**config.mk**
```make
export PLATFORM = sky130hd
export DESIGN_NAME = cp0_irq_multi_flat
export DESIGN_NICKNAME = d
export VERILOG_FILES = /design/src/rtl/cp0_irq_multi_if.sv /design/src/rtl/cp0_irq_multi.sv /design/src/flat_wrapper.sv
export SDC_FILE = /design/constraint.sdc
export NUM_CORES = 1
export LEC_CHECK = 0
export CORE_UTILIZATION = 48
export CTS_CLUSTER_DIAMETER = 50
export DETAILED_ROUTE_END_ITERATION = 6
export GPL_ROUTABILITY_DRIVEN = 1
export PLACE_DENSITY = 0.89
export SLEW_MARGIN = 15
export SYNTH_ARGS = -nofsm -noshare
export SYNTH_HDL_FRONTEND = slang
export SYNTH_SLANG_ARGS = --single-unit
```
**constraint.sdc**
```tcl
create_clock -name clk -period 5.75 [get_ports clk]
set_input_delay 1.15 -clock clk [delete_from_list [all_inputs] [get_ports clk]]
set_output_delay 1.15 -clock clk [all_outputs]
set_load 0.05 [all_outputs]
```
**src/rtl/cp0_irq_multi_if.sv**
```systemverilog
// Core-side bus of the multi-channel CP0: register access, interrupt lines and redirect outputs.
interface cp0_irq_multi_if #(
  parameter int unsigned NUM_IRQ = 4
);
  logic [1:0]         oper;
  logic [4:0]         addr_r;
  logic [31:0]        data_r;
  logic [4:0]         addr_w;
  logic [31:0]        data_w;
  logic               ir_en;
  logic [NUM_IRQ-1:0] ir_in;
  logic [31:0]        ret_addr;
  logic               jump_en;
  logic [31:0]        jump_addr;
  logic               ir;
  logic               ir_valid;
  logic               ir_wait;

  modport master (
    output oper, addr_r, addr_w, data_w, ir_en, ir_in, ret_addr,
    input  data_r, jump_en, jump_addr, ir, ir_valid, ir_wait
  );

  modport slave (
    input  oper, addr_r, addr_w, data_w, ir_en, ir_in, ret_addr,
    output data_r, jump_en, jump_addr, ir, ir_valid, ir_wait
  );
endinterface

```
**src/rtl/cp0_irq_multi.sv**
```systemverilog
// CP0 with STATUS/CAUSE/EPC, NUM_IRQ edge-latched prioritised interrupts, vectored entry and ERET.
module cp0_irq_multi #(
  parameter int unsigned NUM_IRQ    = 4,
  parameter logic [31:0] VEC_BASE   = 32'h0000_0100,
  parameter logic [31:0] VEC_STRIDE = 32'h0000_0010
) (
  input logic            clk,
  input logic            rst,
  cp0_irq_multi_if.slave bus
);

  typedef enum logic [1:0] {StRun, StEnter, StHandler, StReturn} state_e;

  localparam logic [1:0] OpMtc0     = 2'b10;
  localparam logic [1:0] OpEret     = 2'b11;
  localparam logic [4:0] AddrStatus = 5'd12;
  localparam logic [4:0] AddrCause  = 5'd13;
  localparam logic [4:0] AddrEpc    = 5'd14;

  state_e             state_q, state_d;
  logic [NUM_IRQ-1:0] ir_in_q;
  logic [NUM_IRQ-1:0] im_q, im_d, ip_q, ip_d;
  logic               ie_q, ie_d, exl_q, exl_d;
  logic [2:0]         code_q, code_d;
  logic [31:0]        epc_q, epc_d;
  logic               jump_en_q, jump_en_d, ir_q, ir_d;
  logic [31:0]        jump_addr_q, jump_addr_d;

  logic [NUM_IRQ-1:0] rise, pend, sel_oh;
  logic [2:0]         sel;
  logic               found, req, take, eret;
  logic               wr_status, wr_cause, wr_epc;
  logic [31:0]        status_rd, cause_rd, reg_rd;

  always_comb begin
    rise   = bus.ir_in & ~ir_in_q;
    pend   = ip_q & im_q;
    req    = ie_q & ~exl_q & (|pend);
    sel    = '0;
    sel_oh = '0;
    found  = 1'b0;
    // Lowest index wins.
    for (int i = 0; i < int'(NUM_IRQ); i++) begin
      if (pend[i] && !found) begin
        found     = 1'b1;
        sel       = 3'(i);
        sel_oh[i] = 1'b1;
      end
    end
    take = (state_q == StRun) && req && bus.ir_en;
    eret = !take && (bus.oper == OpEret) && ((state_q == StRun) || (state_q == StHandler));

    wr_status = (bus.oper == OpMtc0) && (bus.addr_w == AddrStatus);
    wr_cause  = (bus.oper == OpMtc0) && (bus.addr_w == AddrCause);
    wr_epc    = (bus.oper == OpMtc0) && (bus.addr_w == AddrEpc);
  end

  always_comb begin
    state_d     = state_q;
    ie_d        = ie_q;
    im_d        = im_q;
    exl_d       = exl_q;
    code_d      = code_q;
    epc_d       = epc_q;
    ip_d        = ip_q;
    jump_en_d   = 1'b0;
    ir_d        = 1'b0;
    jump_addr_d = jump_addr_q;

    if (wr_status) begin
      ie_d = bus.data_w[0];
      im_d = bus.data_w[8 +: NUM_IRQ];
    end
    if (wr_cause) ip_d = ip_d & ~bus.data_w[8 +: NUM_IRQ];
    if (wr_epc)   epc_d = bus.data_w;

    case (state_q)
      StEnter:  state_d = StHandler;
      StReturn: state_d = StRun;
      default:  ;
    endcase

    if (take) begin
      state_d     = StEnter;
      epc_d       = bus.ret_addr;
      code_d      = sel;
      ip_d        = ip_d & ~sel_oh;
      exl_d       = 1'b1;
      jump_en_d   = 1'b1;
      ir_d        = 1'b1;
      jump_addr_d = VEC_BASE + (32'(sel) * VEC_STRIDE);
    end else if (eret) begin
      state_d     = StReturn;
      exl_d       = 1'b0;
      jump_en_d   = 1'b1;
      jump_addr_d = epc_q;
    end

    // A fresh edge overrides any clear in the same cycle.
    ip_d = ip_d | rise;
  end

  always_ff @(posedge clk) begin
    ir_in_q <= bus.ir_in;
    if (rst) begin
      state_q     <= StRun;
      ie_q        <= 1'b0;
      im_q        <= '0;
      exl_q       <= 1'b0;
      code_q      <= '0;
      epc_q       <= '0;
      ip_q        <= '0;
      jump_en_q   <= 1'b0;
      ir_q        <= 1'b0;
      jump_addr_q <= '0;
    end else begin
      state_q     <= state_d;
      ie_q        <= ie_d;
      im_q        <= im_d;
      exl_q       <= exl_d;
      code_q      <= code_d;
      epc_q       <= epc_d;
      ip_q        <= ip_d;
      jump_en_q   <= jump_en_d;
      ir_q        <= ir_d;
      jump_addr_q <= jump_addr_d;
    end
  end

  always_comb begin
    status_rd                = '0;
    status_rd[0]             = ie_q;
    status_rd[1]             = exl_q;
    status_rd[8 +: NUM_IRQ]  = im_q;
    cause_rd                 = '0;
    cause_rd[8 +: NUM_IRQ]   = ip_q;
    cause_rd[4:2]            = code_q;
    case (bus.addr_r)
      AddrStatus: reg_rd = status_rd;
      AddrCause:  reg_rd = cause_rd;
      AddrEpc:    reg_rd = epc_q;
      default:    reg_rd = '0;
    endcase
  end

  assign bus.data_r    = ((bus.oper == OpMtc0) && (bus.addr_r == bus.addr_w)) ? bus.data_w : reg_rd;
  assign bus.jump_en   = jump_en_q;
  assign bus.jump_addr = jump_addr_q;
  assign bus.ir        = ir_q;
  assign bus.ir_valid  = req;
  assign bus.ir_wait   = req & ~bus.ir_en;

endmodule

```
**src/flat_wrapper.sv**
```systemverilog
// flat-port wrapper written by rule: the top's interface ports become plain ports
module cp0_irq_multi_flat 
#(
  parameter int unsigned NUM_IRQ    = 4,
  parameter logic [31:0] VEC_BASE   = 32'h0000_0100,
  parameter logic [31:0] VEC_STRIDE = 32'h0000_0010
)
  (clk, rst, bus_oper, bus_addr_r, bus_addr_w, bus_data_w, bus_ir_en, bus_ir_in, bus_ret_addr, bus_data_r, bus_jump_en, bus_jump_addr, bus_ir, bus_ir_valid, bus_ir_wait);
  cp0_irq_multi_if #(.NUM_IRQ(NUM_IRQ)) bus_i ();
  input logic clk;
  input logic rst;
  input wire logic [$bits(bus_i.oper)-1:0] bus_oper;
  input wire logic [$bits(bus_i.addr_r)-1:0] bus_addr_r;
  input wire logic [$bits(bus_i.addr_w)-1:0] bus_addr_w;
  input wire logic [$bits(bus_i.data_w)-1:0] bus_data_w;
  input wire logic [$bits(bus_i.ir_en)-1:0] bus_ir_en;
  input wire logic [$bits(bus_i.ir_in)-1:0] bus_ir_in;
  input wire logic [$bits(bus_i.ret_addr)-1:0] bus_ret_addr;
  output wire logic [$bits(bus_i.data_r)-1:0] bus_data_r;
  output wire logic [$bits(bus_i.jump_en)-1:0] bus_jump_en;
  output wire logic [$bits(bus_i.jump_addr)-1:0] bus_jump_addr;
  output wire logic [$bits(bus_i.ir)-1:0] bus_ir;
  output wire logic [$bits(bus_i.ir_valid)-1:0] bus_ir_valid;
  output wire logic [$bits(bus_i.ir_wait)-1:0] bus_ir_wait;
  assign bus_i.oper = bus_oper;
  assign bus_i.addr_r = bus_addr_r;
  assign bus_i.addr_w = bus_addr_w;
  assign bus_i.data_w = bus_data_w;
  assign bus_i.ir_en = bus_ir_en;
  assign bus_i.ir_in = bus_ir_in;
  assign bus_i.ret_addr = bus_ret_addr;
  assign bus_data_r = bus_i.data_r;
  assign bus_jump_en = bus_i.jump_en;
  assign bus_jump_addr = bus_i.jump_addr;
  assign bus_ir = bus_i.ir;
  assign bus_ir_valid = bus_i.ir_valid;
  assign bus_ir_wait = bus_i.ir_wait;
  cp0_irq_multi #(.NUM_IRQ(NUM_IRQ), .VEC_BASE(VEC_BASE), .VEC_STRIDE(VEC_STRIDE)) u_core (.clk(clk), .rst(rst), .bus(bus_i));
endmodule
```
# == Yosys cells after proc, flatten, opt, wreduce, memory -nomap -nowiden ==
# Cells that the tools add are included.
# word_totals
regBits,85
in_bits,83
out_inout_bits,68
# op_classes
addsub,1
eq_ne,12
muxes,25
bitwise_logic,13
reduce_logical,23
# ops
op,count
$mux W32,5
$pmux W32 S3,1
$eq A5 B4 Y1 const B,6
$and A4 B4 Y4,4
$mux W1,13
$not A4 Y4,3
$logic_and A1 B1 Y1,11
$add A9 B6 Y10 const A,1
$eq A2 B2 Y1 const B,4
$mux W4,2
$mux W2,3
$eq A5 B5 Y1,1
$logic_not A1 Y1,4
$or A4 B4 Y4,1
$pmux W2 S2,1
$reduce_bool A2 Y1,2
$reduce_bool A4 Y1,1
$reduce_or A4 Y1,1
$and A1 B1 Y1,3
$reduce_bool A3 Y1,1
$eq A2 B1 Y1 const B,1
$logic_not A2 Y1,1
$not A1 Y1,2
$reduce_or A2 Y1,1
$logic_or A1 B1 Y1,1

# == Logic depth before layout (Yosys ltp) ==
# Gate-level depths: netlist of run 1.
# depth
ltp_word,15
mapped_depth,6
mapped_depth_nobuf,4

# == Worst setup path after synthesis of run 1 ==
# No wires, ideal clock.
# synth_timing
kind,input to output
from,input bus_addr_r[1]
to,output bus_data_r[12]
t_arrival_ns,2.980
required_time_ns,4.600
path_slack_ns,1.620
cell_stages,6
cell_sequence,buf_2 -> xor2_1 -> or3_1 -> clkbuf_1 -> buf_2 -> mux2i_1
# synth_via
elab_chain_cells,3
word_cells_on_any_way,7
classes_between,4 x eq/ne; 2 x mux; 1 x reduce/logical
# synth_rtl
element,line_no,text
start: declaration,flat_wrapper.sv:13,input wire logic [$bits(bus_i.addr_r)-1:0] bus_addr_r;
$eq A5 B4 Y1 or $eq A5 B5 Y1 (tied branches),"cp0_irq_multi.sv:138, cp0_irq_multi.sv:146",
$pmux W32 S3 or $logic_and A1 B1 Y1 (tied branches),"cp0_irq_multi.sv:138, cp0_irq_multi.sv:146",
$mux W32 *,cp0_irq_multi.sv:146,assign bus.data_r = ((bus.oper == OpMtc0) && (bus.addr_r == bus.addr_w)) ? bus.data_w : reg_rd;
end: declaration,flat_wrapper.sv:19,output wire logic [$bits(bus_i.data_r)-1:0] bus_data_r;
# Every way passes the cells marked *; elsewhere a longest branch is shown, timed or not.

# == Final worst setup path of run 1 ==
# layout_timing
from,input bus_addr_w[0]
to,output bus_data_r[19]
# layout_via
elab_chain_cells,3
# layout_rtl
element,line_no,text
start: declaration,flat_wrapper.sv:14,input wire logic [$bits(bus_i.addr_w)-1:0] bus_addr_w;
$eq A5 B5 Y1,cp0_irq_multi.sv:146,
$logic_and A1 B1 Y1,cp0_irq_multi.sv:146,
$mux W32,cp0_irq_multi.sv:146,
# Every way passes these cells.

==> flow_metrics.tcl, run 1 <==
set metrics [dict create \
    hold_path_end "u_core.bus.jump_addr[2]$_SDFFE_PP0P_" \
    maxCapViolations 0 \
    yosysSeqAreaShare_pct 41.4 \
    worstPathRequired_ps 4600 \
    drtAntennaViolNets 0 \
    dieArea_sq_mm 0.00884 \
    rsz0062_at_grt "no" \
    hold_depth 2 \
    setup_viol 0 \
    dp_cells 748 \
    synth-edff-count 0 \
    cts.htree.levels 3 \
    final_util_pct 70.9 \
    grt_pass1_vias 4041 \
    viasPerCell 5.50 \
    final_nets 737 \
    regArea_sq_mm 0.00168 \
    r2r-start "u_core.ip_q[0]$_SDFF_PP0_" \
    cts_tree "done" \
    hp-start "u_core.bus.jump_addr[2]$_SDFFE_PP0P_" \
    core_area_sq_mm 0.00822 \
    fillCellCount 652 \
    io_buffers 150 \
    die_h_microns 94.0 \
    cts_buffers 9 \
    cts_sinks 84 \
    fp.dieW_microns 94.0 \
    critical_path_class "in2out" \
    drive_gt1_share_pct 6.22 \
    p_leak_nw 2.26 \
    routabilityCongestion 0.883 \
    syn_area_per_cell_sq_um 7.76 \
    cts_repair_resize_count 0 \
    holdBufCountCts 0 \
    worstSetupEndpointType "output pin" \
    synth.most_common_cell "nand2_1" \
    cp_max_fo 32 \
    rr_endpoint "u_core.epc_q[31]$_SDFFE_PP0P_" \
    max_freq_ghz 0.189 \
    first_pass_iters 5 \
    routed_wl_microns 12000 \
    cts_root_buf "clkbuf_8" \
    startpoint_type "input port" \
    synth_largest_area_cell "dfxtp_1" \
    post_synth_instance_area_sq_mm 0.00406 \
    synth.distinct_cells 42 \
    grt_usage_pct 27.3 \
    pre_cts_ws_ps 452 \
    syn_nets 607 \
    slew-limit-headroom_pct 37.4 \
    first_iter_violations 265 \
    grt_max_degree 76 \
    ys_ff_latch 84 \
    grt_overflow 0 \
    worst_slack_ps 457 \
    ys_top_cells_by_area "dfxtp_1, nand2_1, mux2i_1" \
    wl_per_cell_microns 15.7 \
    power-per-cell-area_mw_per_mm2 203 \
    cts_setup_buffers 0 \
    tightest_slew_ps 939 \
    diodes 0 \
    grt_pass1_wl_microns 18900 \
    start_util_pct 49.5 \
    ioPinCount 151 \
    slew_violations 0 \
    path_clk_slew_ps 80 \
    place_area_sq_mm 0.00560 \
    r2r_slack_ps 3450 \
    hpwl_microns 8540 \
    fin_crit_ps 5290 \
    status "finished clean" \
    multi_input_area_sq_mm 0.00212 \
    yosys_warnings 0 \
    vias 4203 \
    clock_skew_ps 12.3 \
    drc 0 \
    synthFlopType "dfxtp_1" \
    fin_tns_setup_ps 0 \
    rr_worst_depth 5 \
    areaGrowthSynthToFinish_pct 43.3 \
    final_cell_count_no_fill 764 \
    ys_async_sr_fraction_pct 0 \
    arrival_ps 4140 \
    startpoint "bus_addr_w[0]" \
    clock_latency_ps 330 \
    period_share_pct 92.0 \
    antenna_found_initial 0 \
    final_area_sq_mm 0.00582 \
    netlist.area_leader.share_pct 41.4 \
    final-hold-violation-count 0 \
    synth_common_cells "nand2_1, dfxtp_1, nor2_1" \
    hp-class "reg2reg" \
    irDropWorstVdd_uv 166 \
    fp-row-count 33 \
    clk_path_buf_depth 2 \
    netlist_instances 524 \
]
-- cell usage in the layout (no fill, tap or decap), types with 2 or more instances in the layout --
| cell | n |
|---|---|
| clkdlybuf4s50_1 | 149 |
| xnor2_1 | 4 |
| buf_4 | 9 |
| clkbuf_8 | 10 |
| a21oi_1 | 35 |
| o2bb2ai_1 | 4 |
| nand2b_1 | 4 |
| mux2_2 | 8 |
| nand3b_1 | 2 |
| nor2_2 | 2 |
| inv_1 | 28 |
| nand4_1 | 2 |
| a22o_1 | 4 |
| a31oi_1 | 2 |
| mux2i_1 | 36 |
| nor4b_1 | 2 |
| clkinv_4 | 2 |
| nand3_1 | 3 |
| a21o_1 | 2 |
| a311oi_1 | 35 |
| dfxtp_1 | 84 |
| nand2_1 | 159 |
| nor2_1 | 48 |
| bufinv_16 | 2 |
-- kinds of logic after synthesis --
family / synth area share, %
compound gates: 15.2
xor+xnor: 1.08
buf+inv: 6.93
flops: 41.4
mux: 11.1
simple gates: 24.3
-- metrics by stage --
step | hold slack (ps) | power (mW)
2_1_floorplan | 422 | 0.651
3_5_place_dp | 444 | 0.731
6_report | 456 | 1.18
3_3_place_gp | 437 | 0.729
5_1_grt | 469 | 1.23
4_1_cts | 457 | 1.19
-- worst max-delay path, stage by stage --
cell and delay, ps:
clkdlybuf4s50_1 600, xnor2_1 160, nand4_1 120, or3_2 910, mux2i_1 330, clkdlybuf4s50_1 860
-- layer usage --
metal | global-route usage [%] | vias up | wire length [microns]
met4 | 7.82 | 0 | 155
met1 | 33.1 | 1993 | 5010
li1 | - | 2028 | -
met5 | 0 | - | 0
met2 | 48.5 | 166 | 5980
met3 | 5.34 | 16 | 830
-- power by group --
group          leakage [nW]  internal (mW)  switching [mW]
registers             0.680          0.587         0.00492
clock network         0.110          0.258           0.203
logic                  1.47         0.0688          0.0579
-- worst max-delay path by stage --
stage,endpoint,slack (ps),cells after the start
after global placement,bus_data_r[2],550,6
after floorplan,bus_data_r[12],1620,6
after CTS,bus_data_r[19],450,6
final,bus_data_r[19],460,6
after global routing,bus_data_r[19],360,6
after detailed placement,bus_data_r[19],450,6
-- flip-flops by register name (all words and copies together) (netlist names) --
| register | count |
|---|---|
| u_core.code_q | 2 |
| u_core.exl_q | 1 |
| u_core.bus.ir | 1 |
| u_core.epc_q | 32 |
| u_core.ie_q | 1 |
| u_core.ir_in_q | 4 |
| u_core.im_q | 4 |
| u_core.bus.jump_en | 1 |
| u_core.bus.jump_addr | 32 |
| u_core.state_q | 2 |
| u_core.ip_q | 4 |
-- final cells by class --
| cell class | count | share of cell area, % |
|---|---|---|
| tap | 105 | 2.26 |
| multi-input combinational | 372 | 36.3 |
| clock inverter | 5 | 1.46 |
| inverter | 28 | 1.80 |
| timing repair buffer | 159 | 26.9 |
| clock buffer | 11 | 2.43 |
| sequential | 84 | 28.9 |
(Power assumes the default switching activity.)
==> inputs of run 2 (changes only) <==
--- a/config.mk
+++ b/config.mk
@@ -9,7 +9,7 @@
 export CTS_CLUSTER_DIAMETER = 50
 export DETAILED_ROUTE_END_ITERATION = 6
 export GPL_ROUTABILITY_DRIVEN = 1
-export PLACE_DENSITY = 0.89
+export PLACE_DENSITY = 0.86
 export SLEW_MARGIN = 15
 export SYNTH_ARGS = -nofsm -noshare
 export SYNTH_HDL_FRONTEND = slang
==> run 2 against run 1 <==
  * Wire length is 0.72% higher
  * Sequential power barely moved
  * Cell count fell by 0.13%
  * First-iteration DRC count fell by 12%
  * Largest power group unchanged
  * Critical path depth unchanged
==> flow_metrics.tcl, run 2 (same netlist as run 1, synthesis figures left out) <==
set metrics [dict create \
    rsz0062_at_grt "no" \
    die_h_microns 94.0 \
    rr_worst_depth 5 \
    p_sw_mw 0.265 \
    grt_busiest_layer "met2" \
    cts_buffers 9 \
    clock_latency_ps 340 \
    grt_use_met3_pct 5.26 \
    drive_gt1_share_pct 5.62 \
    power_mw 1.12 \
    antenna_found_initial 0 \
    switching_share_pct 23.6 \
    setup_viol 0 \
    path_cells "clkdlybuf4s50_1 > xnor2_1 > nand4_1 > or3_2 > mux2i_1 > clkdlybuf4s50_1" \
    clk_path_buf_depth 2 \
    hpwl_microns 8170 \
    hp-class "reg2reg" \
    final_util_pct 70.3 \
    hold_path_end "u_core.bus.jump_addr[22]$_SDFFE_PP0P_" \
    fin_crit_ps 5330 \
    irDropWorstVdd_uv 179 \
    grtUsageMet2_pct 48.5 \
    critical_path_class "in2out" \
    hp-start "u_core.bus.jump_addr[22]$_SDFFE_PP0P_" \
    cts_sinks 84 \
    maxCapViolations 0 \
    p_leak_nw 2.23 \
    power-per-cell-area_mw_per_mm2 194 \
    slew_violations 0 \
    first_pass_iters 5 \
    dieArea_sq_mm 0.00884 \
    period_share_pct 92.8 \
    r2r-start "u_core.im_q[0]$_SDFFE_PP0P_" \
    layout_common_cells "nand2_1, clkdlybuf4s50_1, dfxtp_1" \
    clkPwrFrac_pct 35.9 \
    cts_tree "done" \
    drc 0 \
    io_buffers 150 \
    routed_wl_microns 12100 \
    ioPinCount 151 \
    cts_repair_resize_count 0 \
    p_int_mw 0.857 \
    drtAntennaViolNets 0 \
    vias 4212 \
    grt_pass1_wl_microns 19100 \
    startpoint_type "input port" \
    cp_slowest_stage_delay_ps 920 \
    holdBufCountCts 0 \
    tightest_slew_ps 1070 \
    cts_setup_buffers 0 \
    path_clk_slew_ps 70 \
    diodes 0 \
    core_area_sq_mm 0.00822 \
    layout_commonest_cell "nand2_1" \
    routabilityCongestion 0.884 \
    final-hold-violation-count 0 \
    power_frac_comb_pct 11.2 \
    max_freq_ghz 0.187 \
    clock_skew_ps 10.8 \
    grt_pass1_vias 4016 \
    slew-limit-headroom_pct 28.7 \
    grt_usage_pct 27.7 \
    seqPwrFrac_pct 52.8 \
    hold_depth 2 \
    status "finished clean" \
    slowest_stage "or3_2" \
    grt_overflow 0 \
    cts.htree.levels 3 \
    areaGrowthSynthToFinish_pct 42.1 \
    start_util_pct 49.5 \
    arrival_ps 4180 \
    r2r_slack_ps 3340 \
    grt_max_degree 76 \
    grt_util_met1_pct 33.8 \
    fp-row-count 33 \
    viasPerCell 5.52 \
    final_nets 736 \
    worstSetupEndpointType "output pin" \
    rr_endpoint "u_core.epc_q[8]$_SDFFE_PP0P_" \
    cp_max_fo 32 \
    wl_per_cell_microns 15.8 \
    cts_root_buf "clkbuf_8" \
    first_iter_violations 233 \
    fin_tns_setup_ps 0 \
    path_common_cell "clkdlybuf4s50_1" \
    fp.dieW_microns 94.0 \
    worstPathRequired_ps 4600 \
]
==> run 2: changes by cell type in the layout (fill, tap and decap cells not counted) <==
cell and delta:
clkinv_2 +1, clkinvlp_4 +1, or4b_2 -1, buf_4 -1, clkbuf_8 -1, clkinv_4 -2, clkbuf_1 +2, bufinv_16 -1
or4b_1 +1
==> run 2: worst max path at each step <==
stage                        from             end  cells past startpoint
global placement    bus_addr_w[0]   bus_data_r[2]                      6
global route        bus_addr_w[4]  bus_data_r[24]                      6
CTS                 bus_addr_w[4]  bus_data_r[24]                      6
detailed placement  bus_addr_w[4]  bus_data_r[24]                      6
floorplan           bus_addr_r[1]  bus_data_r[12]                      6
finish              bus_addr_w[4]  bus_data_r[24]                      6
==> run 2: routing by layer <==
metal	wire length [microns]	part of all wire [%]	vias to the layer above
li1	-	-	2028
met1	5010	42	1987
met2	6030	50	180
met3	830	6.9	17
met4	189	1.6	0
met5	0	0	-
==> run 2: cell type report <==
type | count | area, sq um
Tap cell | 105 | 131
Fill cell | 668 | 2440
Inverter | 28 | 105
Timing Repair Buffer | 158 | 1560
Clock inverter | 4 | 50.0
Sequential cell | 84 | 1680
Multi-Input combinational cell | 372 | 2120
Clock buffer | 12 | 135
==> run 2: through the flow <==
| stage | instances | setup slack (ps) | hold slack, ps | instance area [sq um] |
|---|---|---|---|---|
| after floorplan | 524 | 1620 | 422 | 4060 |
| after global placement | 747 | 552 | 441 | 5590 |
| after detailed placement | 747 | 418 | 447 | 5590 |
| after CTS | 763 | 416 | 459 | 5780 |
| after global routing | 763 | 334 | 483 | 5780 |
| final | 763 | 416 | 455 | 5780 |
==> run 2: critical path: cells and delay by family <==
kind,cells,cell delay [ps]
XOR/XNOR,1,160
buffers and inverters,2,1460
multiplexers,1,370
AND/OR/NAND/NOR,2,1020
==> run 2: power groups by stage <==
stage / registers [mW] / clock network (mW) / logic (mW)
finish: 0.593 / 0.403 / 0.126
global route: 0.593 / 0.433 / 0.134
CTS: 0.593 / 0.408 / 0.126
detailed placement: 0.606 / 0 / 0.125
global placement: 0.606 / 0 / 0.123
floorplan: 0.606 / 0 / 0.0449
==> inputs of run 3 (changes only) <==
--- a/config.mk
+++ b/config.mk
@@ -9,7 +9,7 @@
 export CTS_CLUSTER_DIAMETER = 50
 export DETAILED_ROUTE_END_ITERATION = 6
 export GPL_ROUTABILITY_DRIVEN = 1
-export PLACE_DENSITY = 0.86
+export PLACE_DENSITY = 0.9
 export SLEW_MARGIN = 15
 export SYNTH_ARGS = -nofsm -noshare
 export SYNTH_HDL_FRONTEND = slang
==> run 3 against run 2 <==
  * Global-route usage is 0.56 points lower
  * Final area grew 0.41%
  * Maximum frequency is essentially flat
  * Die area unchanged
  * Sequential power about the same
  * Critical endpoint is now bus_data_r[20]
==> flow_metrics.tcl, run 3 (same netlist as run 1, synthesis figures left out) <==
set metrics [dict create \
    status "finished clean" \
    cts_repair_resize_count 0 \
    arrival_ps 4190 \
    cp_top_family "buffers and inverters" \
    fin_crit_ps 5340 \
    startpoint "bus_addr_w[4]" \
    clock_latency_ps 340 \
    rr_worst_depth 5 \
    cts.htree.levels 3 \
    worst_slack_ps 414 \
    layout_common_cells "nand2_1, clkdlybuf4s50_1, dfxtp_1" \
    core_area_sq_mm 0.00822 \
    final-hold-violation-count 0 \
    cp.buffers_inverters 2 \
    hp-class "reg2reg" \
    fin_tns_setup_ps 0 \
    path_common_cell "clkdlybuf4s50_1" \
    start_util_pct 49.5 \
    power-per-cell-area_mw_per_mm2 198 \
    power_mw 1.15 \
    clk_path_buf_depth 2 \
    grt_overflow 0 \
    antenna_found_initial 0 \
    tightest_slew_ps 962 \
    hp-start "u_core.bus.jump_addr[18]$_SDFFE_PP0P_" \
    cp.depth 6 \
    hpwl_microns 8280 \
    die_h_microns 94.0 \
    grt_max_degree 76 \
    areaGrowthSynthToFinish_pct 42.7 \
    holdBufCountCts 0 \
    ioPinCount 151 \
    vias 4158 \
    viasPerCell 5.45 \
    pre_cts_ws_ps 448 \
    rsz0062_at_grt "no" \
    grt_usage_pct 27.2 \
    maxCapViolations 0 \
    layout_commonest_cell "nand2_1" \
    wl_per_cell_microns 15.4 \
    irDropWorstVdd_uv 146 \
    routabilityCongestion 0.893 \
    cts_setup_buffers 0 \
    hold_ws_ps 461 \
    period_share_pct 92.8 \
    path_cells "clkdlybuf4s50_1 > xnor2_1 > nand4_1 > or3_2 > mux2i_1 > clkdlybuf4s50_1" \
    cp_max_fo 32 \
    multi_input_area_sq_mm 0.00212 \
    regArea_sq_mm 0.00168 \
    clock_skew_ps 13.9 \
    grt_pass1_vias 3988 \
    hold_depth 2 \
    cts_buffers 9 \
    path_clk_slew_ps 80 \
    slew-limit-headroom_pct 35.9 \
    cp_slowest_stage_delay_ps 910 \
    p_leak_nw 2.25 \
    startpoint_type "input port" \
    cts_tree "done" \
    fp-row-count 33 \
    dp_cells 747 \
    final_nets 736 \
    worstSetupEndpointType "output pin" \
    setup_viol 0 \
    slew_violations 0 \
    worstPathRequired_ps 4600 \
    first_pass_iters 5 \
    routed_wl_microns 11800 \
    first_iter_violations 170 \
    diodes 0 \
    drtAntennaViolNets 0 \
    max_freq_ghz 0.187 \
    drc 0 \
    grt_pass1_wl_microns 18900 \
    cts_sinks 84 \
    io_buffers 150 \
    critical_path_class "in2out" \
    drive_gt1_share_pct 6.38 \
    cts_root_buf "clkbuf_8" \
    final_cell_count_no_fill 763 \
    fillCellCount 641 \
    fp.dieW_microns 94.0 \
    r2r_slack_ps 3480 \
    dieArea_sq_mm 0.00884 \
    slowest_stage "or3_2" \
    r2r-start "u_core.ip_q[0]$_SDFF_PP0_" \
]
==> run 3: worst min-delay path: cells and delay by family (launching register included) <==
kind	cells	cell delay, ps
DFF	1	320
and+or+nand+nor	1	50
AOI/OAI and AO/OA	1	50
==> run 3: final cells by class <==
type                    instances  share of cell area (%)
multi-input cells             372                    36.5
flip-flops and latches         84                    29.0
repair buffers                158                    26.8
clock buffers                  10                    2.37
well taps                     105                    2.27
inverters                      28                    1.81
clock inverters                 6                    1.19
==> run 3: worst paths after layout <==
kind	endpoint
min reg2reg	u_core.bus.jump_addr[18]$_SDFFE_PP0P_
min	u_core.bus.jump_addr[18]$_SDFFE_PP0P_
max	bus_data_r[20]
max reg2reg	u_core.epc_q[18]$_SDFFE_PP0P_
==> run 3: layer usage <==
layer | track usage, % | part of all wire [%] | vias to the layer above
met5 | 0 | 0 | -
met4 | 9.49 | 1.6 | 0
met3 | 6.07 | 7.3 | 22
met2 | 47.3 | 50 | 186
met1 | 32.8 | 41 | 1925
li1 | - | - | 2025
==> run 3: power by group <==
group | internal (mW) | switching (mW) | total [mW]
sequential | 0.588 | 0.00491 | 0.592
clock | 0.217 | 0.214 | 0.431
combinational | 0.0685 | 0.0578 | 0.126
total | 0.873 | 0.277 | 1.15
==> run 3: stage by stage <==
| step | utilization [%] | area (sq um) |
|---|---|---|
| final | 70.6 | 5800 |
| after global routing | 70.6 | 5800 |
| after global placement | 68.0 | 5590 |
| after floorplan | - | 4060 |
| after CTS | 70.5 | 5800 |
| after detailed placement | 68.0 | 5590 |
